$ cat config.mk
export PLATFORM = sky130hd
export DESIGN_NAME = slice_adder_seq
export DESIGN_NICKNAME = d
export VERILOG_FILES = /design/src/rtl/slice_adder_seq.sv
export SDC_FILE = /design/constraint.sdc
export NUM_CORES = 1
export LEC_CHECK = 0
export ABC_AREA = 0
export CAP_MARGIN = 15
export CORE_UTILIZATION = 54
export DETAILED_ROUTE_END_ITERATION = 8
export MAX_ROUTING_LAYER = met4
export PLACE_DENSITY = 0.85
export REMOVE_ABC_BUFFERS = 1
export SYNTH_ARGS = -nofsm -noshare
export SYNTH_HDL_FRONTEND = slang
export SYNTH_SLANG_ARGS = --single-unit
$ cat constraint.sdc
create_clock -name clk -period 5.2 [get_ports clk]
set_input_delay 1.3 -clock clk [delete_from_list [all_inputs] [get_ports clk]]
set_output_delay 1.3 -clock clk [all_outputs]
set_load 0.03 [all_outputs]
$ cat src/rtl/slice_adder_seq.sv
// Sequential adder: WIDTH-bit operands summed one SLICE-bit slice per clock, LSB slice first.
// Define ADDER_SEQ_COUT_EN to expose the final carry on the cout port.
module slice_adder_seq #(
  parameter int WIDTH = 32,
  parameter int SLICE = 8
) (
  input  logic             clk,
  input  logic             rst_n,
  input  logic             in_valid,
  output logic             in_ready,
  input  logic [WIDTH-1:0] a,
  input  logic [WIDTH-1:0] b,
  input  logic             cin,
  output logic             out_valid,
  input  logic             out_ready,
  output logic [WIDTH-1:0] sum
`ifdef ADDER_SEQ_COUT_EN
  ,
  output logic             cout
`endif
);

  localparam int NSLICE = WIDTH / SLICE;
  localparam int IDXW   = (NSLICE > 1) ? $clog2(NSLICE) : 1;
  localparam logic [IDXW-1:0] LAST = IDXW'(NSLICE - 1);

  typedef enum logic [1:0] {IDLE, RUN, DONE} state_t;

  state_t           r_state, w_state_nxt;
  logic [WIDTH-1:0] r_a, r_b, r_sum;
  logic             r_carry;
  logic [IDXW-1:0]  r_idx;

  logic [SLICE-1:0] w_as, w_bs;
  logic [SLICE:0]   w_add;

  // One shared SLICE-bit adder; the slice offset is picked by the running index.
  assign w_as  = r_a[int'(r_idx)*SLICE +: SLICE];
  assign w_bs  = r_b[int'(r_idx)*SLICE +: SLICE];
  assign w_add = {1'b0, w_as} + {1'b0, w_bs} + {{SLICE{1'b0}}, r_carry};

  always_ff @(posedge clk or negedge rst_n) begin
    if (!rst_n) r_state <= IDLE;
    else        r_state <= w_state_nxt;
  end

  always_comb begin
    w_state_nxt = r_state;
    case (r_state)
      IDLE:    if (in_valid)       w_state_nxt = RUN;
      RUN:     if (r_idx == LAST)  w_state_nxt = DONE;
      DONE:    if (out_ready)      w_state_nxt = IDLE;
      default:                     w_state_nxt = IDLE;
    endcase
  end

  always_ff @(posedge clk or negedge rst_n) begin
    if (!rst_n) begin
      r_a     <= '0;
      r_b     <= '0;
      r_sum   <= '0;
      r_carry <= 1'b0;
      r_idx   <= '0;
    end else begin
      case (r_state)
        IDLE: if (in_valid) begin
          r_a     <= a;
          r_b     <= b;
          r_carry <= cin;
          r_idx   <= '0;
        end
        RUN: begin
          r_sum[int'(r_idx)*SLICE +: SLICE] <= w_add[SLICE-1:0];
          r_carry <= w_add[SLICE];
          // Hold at the last slice so the index never wraps.
          if (r_idx != LAST) r_idx <= r_idx + 1'b1;
        end
        default: ;
      endcase
    end
  end

  // Handshake flags decode straight from the state register.
  assign in_ready  = (r_state == IDLE);
  assign out_valid = (r_state == DONE);
  assign sum       = r_sum;

`ifdef ADDER_SEQ_COUT_EN
  // Carry register is only reloaded on acceptance, so it is stable throughout DONE.
  assign cout = r_carry;
`endif

endmodule

Yosys cells after proc, flatten, opt, wreduce, memory -nomap -nowiden
Index checks and enable logic that the tools add are counted.

storage, ports and cells
  register bits after elaboration = 101
  word-level logic and storage cells = 38

cells by class
  shifts and indexed selects = 4
  equality and inequality tests = 8
  multiplexer cells = 10
  $add $sub $neg = 4
  reduce and logical (&&, ||, !) cells = 6

operators with widths
  operator                                                                  number
  32-bit by 6-bit variable part select with 8-bit output                    2
  5-bit negator with 33-bit output                                          1
  8-bit by 33-bit variable shift with 32-bit output (first input constant)  1
  8-bit by 33-bit variable part select with 32-bit output                   1
  32-bit bitwise mux                                                        1
  2-bit 2-to-1 mux                                                          5
  8-bit by 8-bit adder with 9-bit output                                    1
  9-bit by 1-bit adder with 9-bit output                                    1
  2-bit != test (second input constant)                                     4
  2-bit case mux with 3 select lines                                        1
  3-bit AND reduction                                                       2
  2-bit == test (second input constant)                                     2
  2-bit case mux with 2 select lines                                        1
  2-bit AND reduction                                                       2
  2-bit by 1-bit adder with 2-bit output (second input constant)            1
  2-bit by 1-bit == test with 1-bit output (second input constant)          1
  2-bit zero test                                                           1
  2-bit by 1-bit != test with 1-bit output (second input constant)          1
  1-bit case mux with 2 select lines                                        1
  2-bit nonzero test                                                        1
  1-bit 2-to-1 mux                                                          1

Longest topological paths before layout
Gate-level depths: netlist of the first run.

  word-level depth = 5
  gate-level depth with buffers = 10
  depth with buffers taken out = 8

Least setup slack after synthesis of the first run
No wires, ideal clock.

  kind = register -> register
  start point = register r_idx[1]
  end point = register r_sum[14] (netlist: sum[14])
  required time = 5.067 ns
  arrival time = 3.038 ns
  library setup time = 0.133 ns
  setup slack = 2.029 ns
  cell stages (with the launch flop) = 11
  period minus slack after synthesis = 3.171 ns
  cells stage by stage = dfrtp_1 > buf_2 > buf_1 > mux4_2 > fa_1 > fa_1 > a211oi_2 > nor2_1 > or4_1 > o311ai_2 > o21ai_1

between the ends
  word-level cells in the longest chain between the ends = 5
  elaborated cells between the ends (all ways) = 8
  classes of those cells = add/sub: 3; shift: 4; mux: 1

RTL lines
  item                                                                       RTL line  text
  start: declaration                                                         32        logic [IDXW-1:0] r_idx;
  start signal: assignment                                                   76        if (r_idx != LAST) r_idx <= r_idx + 1'b1;
  32-bit by 6-bit variable part select with 8-bit output (on tied branches)  38, 39
  8-bit by 8-bit adder with 9-bit output                                     40        assign w_add = {1'b0, w_as} + {1'b0, w_bs} + {{SLICE{1'b0}}, r_carry};
  9-bit by 1-bit adder with 9-bit output                                     40
  8-bit by 33-bit variable part select with 32-bit output                    73        r_sum[int'(r_idx)*SLICE +: SLICE] <= w_add[SLICE-1:0];
  32-bit bitwise mux (*)                                                     73
  end signal: indexed assignment                                             73
  end: declaration                                                           30        logic [WIDTH-1:0] r_a, r_b, r_sum;

Mark *: on every way between the ends. The rest lies on a longest branch, timed or not.
A chain may end at the register's enable or synchronous reset.

Final worst setup path of the first run
  start point = register r_idx[1]
  end point = register r_sum[30] (netlist: sum[30])

Same word-level chain as after synthesis.

==> metrics, run 1 <==
hold bufs inserted after CTS=0; slew margin rel.=0.402; Hold Crit Depth=2; min cycle time layout=between 3 and 4 ns; worst skew pair latency=0.36 ns; via/cell ratio=5.71; Tot Pwr=4.22 mW; pre-CTS WS=1.67 ns; CTS tree=yes; synth-to-layout area growth=27.6%; # diodes=0; Req. time, crit path=5.43 ns; Global Route Usage Sum=0.243; Max FO, Critical Path=21; Worst VDD drop=0.000411 V; worst-path cell chain=mux4_2, fa_1, fa_1, a211oi_2, nor2_1, or4_1, o311ai_2, o21ai_1; final worst setup slack=1.75 ns; Ports=103; Avg Inst Size Synth=14.7 um^2; Setup crit start kind=flop; CTS Buffer Depth=2; fin area=0.00589 mm^2; total number of vias=about 3,000; post-synthesis sequential area ratio=0.547; part of the cycle the worst path needs=0.663; final setup violation count=0; hold wc startpoint=sum[14]$_DFFE_PN0P_; Die ar.=just under 0.009 mm^2; synthesized cell area=0.00462 mm^2; Die Ht=between 90 and 100 um; Post-DRT Antenna Nets=0; CTS sink cnt=101; worst hold path type=flop to flop; Rows=33; Seq cells post-synth=101; clock skew=0.0121 ns; DP Wirelength=7050 um; RSZ-0062 raised after global routing=false; Fmax=290 MHz; drt first-iter violations=187; CP peak stage delay=0.94 ns; TNS Setup=0 ns; Max Cap Violations=0; CP bufs+invs=0; Routed WL=9530 um; critical path depth in cells=8; Placed Area=~0.0057 mm^2; CTS clock-pin slew for the worst setup and hold paths=0.09 ns; pins over their slew limit=0; number of antenna violations at the first check in global routing=0; root buffer cell=clkbuf_8; FF-to-FF path depth=8; crit path from=r_idx[1]$_DFFE_PN0P_; leak pwr=around 2.5 nW; Initial DRT Pass Iterations=4; PostCTS Resize Cnt=0; Power Density=716 mW/mm^2; crit path kind=flop to flop; Crit path arrival time=3.68 ns; Final Hold Fails=0; Synth cell types=40; Avg WL per Cell=18.0 um; Initial Util=0.559; vias in the first global route=3,127; CTS Buf Count=9; first-pass GRT wire length=15,800 um; FILL cells=597; slowest stage cell, crit path=dfrtp_1; cell taking the most area after synthesis=dfrtp_1; fin nets=about 500; core area=approximately 0.0083 mm^2; reg2reg start=r_idx[1]$_DFFE_PN0P_; worst slew pin tran=0.897 ns; top cell type's share of synthesized area=0.547; share of layout cells above drive strength 1=0.257; chip width=94.5 um; CP top delay family=flip-flops; post-CTS setup buffers=0; most used cell, CP=fa_1; CTS H-tree lvls=3; hold slack final=0.501 ns; status=finished, final reports clean; gr ovfl total=0; main area contributors after synthesis=dfrtp_1 55%, mux2_2 16%, mux4_2 7.8%; drt drc=0; cell count after synthesis=315; Yosys warning count=0; GP Congestion=0.789; Worst setup EP type=flop; Port-buffer cells=102; largest net degree at the start of global routing=55
==> flip-flops by register name (all words and copies together), names as in the netlist <==
name / flops
r_state: 2
r_b: 32
r_carry: 1
r_a: 32
sum: 32
r_idx: 2
==> worst reg2reg max path: cells and delay by family, from the launching register on <==
kind,cells,cell delay (ns)
flops,1,0.94
fa+ha+maj,2,0.93
simple gates,2,0.53
compound gates,3,0.47
mux,1,0.44
==> kinds of logic (layout without fill, tap and decap cells) <==
group                      after synthesis  count (layout)  synth area share
and+or+nand+nor                         41              41            0.0490
xor gates and xnor gates                 3               3           0.00569
muxes                                   80              80             0.234
adders and majority gates               15              15            0.0439
AOI/OAI and AO/OA                       55              55            0.0921
buffers and inverters                   20             129            0.0279
DFF                                    101             101             0.547
==> layer usage <==
metal	vias up	track usage	wire (um)
met4	0	0.0783	132
met5	-	-	0
met2	107	0.388	4780
met1	1521	0.326	4160
met3	14	0.0330	464
li1	1376	-	-
==> final timing paths <==
path,to,slack [ns]
max reg2reg,sum[30]$_DFFE_PN0P_,1.75
min reg2reg,sum[14]$_DFFE_PN0P_,0.50
min in group asynchronous,sum[3]$_DFFE_PN0P_,0.93
max,sum[30]$_DFFE_PN0P_,1.75
max in group asynchronous,r_a[3]$_DFFE_PN0P_,3.16
min,sum[14]$_DFFE_PN0P_,0.50
==> where the power goes <==
part,switching [mW],leakage [nW],internal [mW]
logic,1.23,1.12,1.10
registers,0.244,1.25,1.14
clock network,0.267,0.0976,0.240
==> through the flow <==
| step | cells | util |
|---|---|---|
| final | 529 | 0.714 |
| after global routing | 529 | 0.714 |
| after CTS | 529 | 0.714 |
| after detailed placement | 513 | 0.689 |
| after global placement | 513 | 0.689 |
| after floorplan | 303 | - |
==> cells in the final DEF, fill, tap and decap left out, types with 3 or more instances in the layout <==
cell,netlist,routed
a22o_1,25,25
buf_4,1,4
clkbuf_8,0,10
clkdlybuf4s50_1,0,101
dfrtp_1,101,101
ha_1,13,13
inv_1,8,8
mux2_2,64,64
mux4_2,16,16
nand2_1,15,15
nand2b_1,3,3
nor2_1,8,8
o21ai_0,9,9
o21ai_1,6,6
==> cell type report <==
type,count,area [um^2],share of cell area
Clock buffer,12,145,0.0246
Sequential cell,101,2530,0.429
Tap cell,105,131,0.0223
Inverter,8,30.0,0.00510
Timing Repair Buffer,105,1040,0.177
Clock inverter,4,55.1,0.00934
Multi-Input combinational cell,194,1960,0.333
==> Yosys cell counts, drive strengths merged <==
| master | count |
|---|---|
| a21o | 2 |
| o32ai | 1 |
| nand2b | 3 |
| and2b | 1 |
| a22o | 25 |
| a211oi | 3 |
| nand2 | 19 |
| nor2 | 8 |
| or4 | 1 |
| ha | 13 |
| or3 | 2 |
| mux2 | 64 |
| a21oi | 2 |
| mux4 | 16 |
| o311ai | 1 |
| o31ai | 1 |
| xnor2 | 2 |
| dfrtp | 101 |
| xor2 | 1 |
| o21a | 1 |
| and2 | 1 |
| o41ai | 1 |
| buf | 12 |
| a221oi | 1 |
| nand4 | 1 |
| fa | 2 |
| o211ai | 1 |
| nor3 | 5 |
| inv | 8 |
| o21ai | 15 |
| o2bb2ai | 1 |
Power figures use the tool's default switching activity.
==> inputs of run 2 (changes only) <==
CORE_UTILIZATION = 50   (was 54)
PLACE_DENSITY = 0.79   (was 0.85)
clock period = 3.4 ns   (was 5.2 ns; I/O delays follow)
==> run 2 against run 1 <==
Effect of this change:
- the flow now finishes with violations (DRC)
- highest routed layer unchanged
- die area increased by 7.8%
- non-clock buffer count increased by 3
- critical path depth is the same
==> metrics, run 2 (synthesis results as in run 1) <==
CTS clock-pin slew for the worst setup and hold paths=0.09 ns (about the same); top sig layer=met4 (unchanged); share of layout cells above drive strength 1=0.263 (was 0.257); Hold Crit Depth=2 (unchanged); PostCTS Resize Cnt=0 (unchanged); DP Wirelength=6980 um (was 7050 um); Placed Instances=519 (was 513); worst-path cell chain=mux4_2, fa_1, fa_1, a211oi_2, nor2_1, or4_1, o311ai_2, o21ai_1 (unchanged); DR WL met2=4610 um (was 4780 um); wl on met1=4180 um (was 4160 um); via/cell ratio=5.71 (about the same); pins over their slew limit=0 (unchanged); hold wc startpoint=sum[10]$_DFFE_PN0P_ (was sum[14]$_DFFE_PN0P_); Setup crit start kind=flop (unchanged); clock skew=0.00839 ns (was 0.0121 ns); Req. time, crit path=3.64 ns (was 5.43 ns); min cycle time layout=3.04 ns (was 3.45 ns); fin nets=506 (was 503); worst hold path type=flop to flop (unchanged); drt first-iter violations=140 (was 187); Initial Util=0.522 (was 0.559); Routed WL=9440 um (was 9530 um); root buffer cell=clkbuf_8 (unchanged); Power Density=1100 mW/mm^2 (was 716 mW/mm^2); CTS tree=yes (unchanged); Global Route Usage Sum=0.218 (was 0.243); CTS Buffer Depth=2 (unchanged); reg2reg start=r_idx[1]$_DFFE_PN0P_ (unchanged); final setup violation count=0 (unchanged); crit path from=r_idx[1]$_DFFE_PN0P_ (unchanged); slowest stage cell, crit path=dfrtp_1 (unchanged); CP top delay family=adder cells (was flip-flops); Tot Pwr=6.57 mW (was 4.22 mW); Max Cap Violations=0 (unchanged); first-pass GRT wire length=15,700 um (was 15,800 um); most used cell, CP=fa_1 (unchanged); failing checks=DRC; hold bufs inserted after CTS=0 (unchanged); reg2reg setup slack=0.36 ns (was 1.75 ns); crit path kind=flop to flop (unchanged); post-CTS setup buffers=0 (unchanged); GP Congestion=0.800 (was 0.789); RSZ-0062 raised after global routing=false (unchanged); part of the cycle the worst path needs=0.894 (was 0.663); total number of vias=3,047 (was 3,018); Final Hold Fails=0 (unchanged); vias in the first global route=3,196 (was 3,127); drt drc=9 (was 0); number of antenna violations at the first check in global routing=0 (unchanged); status=complete, but fails checks (was finished, final reports clean); most frequent cells in the layout=101 x clkdlybuf4s50_1, 101 x dfrtp_1, 64 x mux2_2, 25 x a22o_1, 16 x mux4_2 (unchanged); Crit path arrival time=3.28 ns (was 3.68 ns); largest net degree at the start of global routing=65 (was 55); Worst setup EP type=flop (unchanged); Die ar.=0.00962 mm^2 (was 0.00893 mm^2); Worst R2R End=sum[30]$_DFFE_PN0P_ (unchanged); # diodes=0 (unchanged); Met3 Routed Length=537 um (was 464 um); FF-to-FF path depth=8 (unchanged); chip width=98.1 um (was 94.5 um); multi-input logic area=0.00196 mm^2 (unchanged); Port-buffer cells=102 (unchanged); Post-DRT Antenna Nets=0 (unchanged); Ports=103 (unchanged); CTS Buf Count=9 (unchanged); Rows=34 (was 33); Fmax=329 MHz (was 290 MHz); synth-to-layout area growth=29.0% (was 27.6%); Final Non-Filler Cells=534 (was 529); Initial DRT Pass Iterations=6 (was 4); CTS H-tree lvls=3 (unchanged); leak pwr=2.51 nW (was 2.48 nW); worst slew pin tran=0.743 ns (was 0.897 ns); Die Ht=98.1 um (was 94.5 um); Worst VDD drop=0.000540 V (was 0.000411 V); CP bufs+invs=0 (unchanged); Hold EP=sum[10]$_DFFE_PN0P_ (was sum[14]$_DFFE_PN0P_); critical path depth in cells=8 (unchanged); CP peak stage delay=0.59 ns (was 0.94 ns); slew margin rel.=0.505 (was 0.402); worst skew pair latency=0.36 ns (about the same); Max FO, Critical Path=10 (was 21); Register Area=0.00253 mm^2 (unchanged); Avg WL per Cell=17.7 um (was 18.0 um); gr ovfl total=0 (unchanged); core area=0.00885 mm^2 (was 0.00826 mm^2); FILL cells=642 (was 597); CTS sink cnt=101 (unchanged)
[run 2: cell types whose count changed in the layout (fill, tap and decap cells not counted), sizes merged]
cell	before	now
buf	4	7
bufinv	1	3
clkbuf	12	10
clkinv	0	2
inv	10	8
clkinvlp	1	0
[run 2: per-layer routing]
metal	track usage	vias to the layer above
li1	-	1383
met1	0.278	1541
met2	0.340	115
met3	0.0480	8
met4	0.0839	0
met5	-	-
[run 2: area by class of cell]
class                           count  share of cell area
Clock buffer                       10              0.0214
Sequential cell                   101               0.424
Timing Repair Buffer              108               0.181
Multi-Input combinational cell    194               0.329
Inverter                            8             0.00504
Clock inverter                      5              0.0168
Tap cell                          108              0.0227
[run 2: tightest hold or removal path: cells and delay by family, from the launching register on]
family	cells	cell delay, ns
DFF	1	0.35
and+or+nand+nor	1	0.04
AOI/OAI and AO/OA	1	0.06
[run 2: report_power, final]
group	leakage (nW)	total, mW	switching, mW	internal (mW)
Clock	0.116	0.878	0.395	0.483
Combinational	1.14	3.62	1.92	1.70
Sequential	1.25	2.08	0.325	1.75
Total	2.51	6.57	2.64	3.93
[run 2: through the flow]
stage	cell area (um^2)	setup WS, ns	setup TNS, ns	utilization	hold slack (ns)
global placement	5730	0.439	0	0.648	0.470
CTS	5960	0.346	0	0.674	0.498
finish	5960	0.359	0	0.674	0.488
floorplan	4520	-0.138	-0.550	-	0.475
detailed placement	5730	0.374	0	0.648	0.477
global route	5960	0.219	0	0.674	0.523
[run 2: worst max path at each step]
stage                                     end  slack (ns)
after floorplan           sum[14]$_DFFE_PN0P_       -0.14
after global placement     sum[6]$_DFFE_PN0P_        0.44
after detailed placement  sum[14]$_DFFE_PN0P_        0.37
after CTS                 sum[14]$_DFFE_PN0P_        0.35
after global routing      sum[22]$_DFFE_PN0P_        0.22
final                     sum[30]$_DFFE_PN0P_        0.36
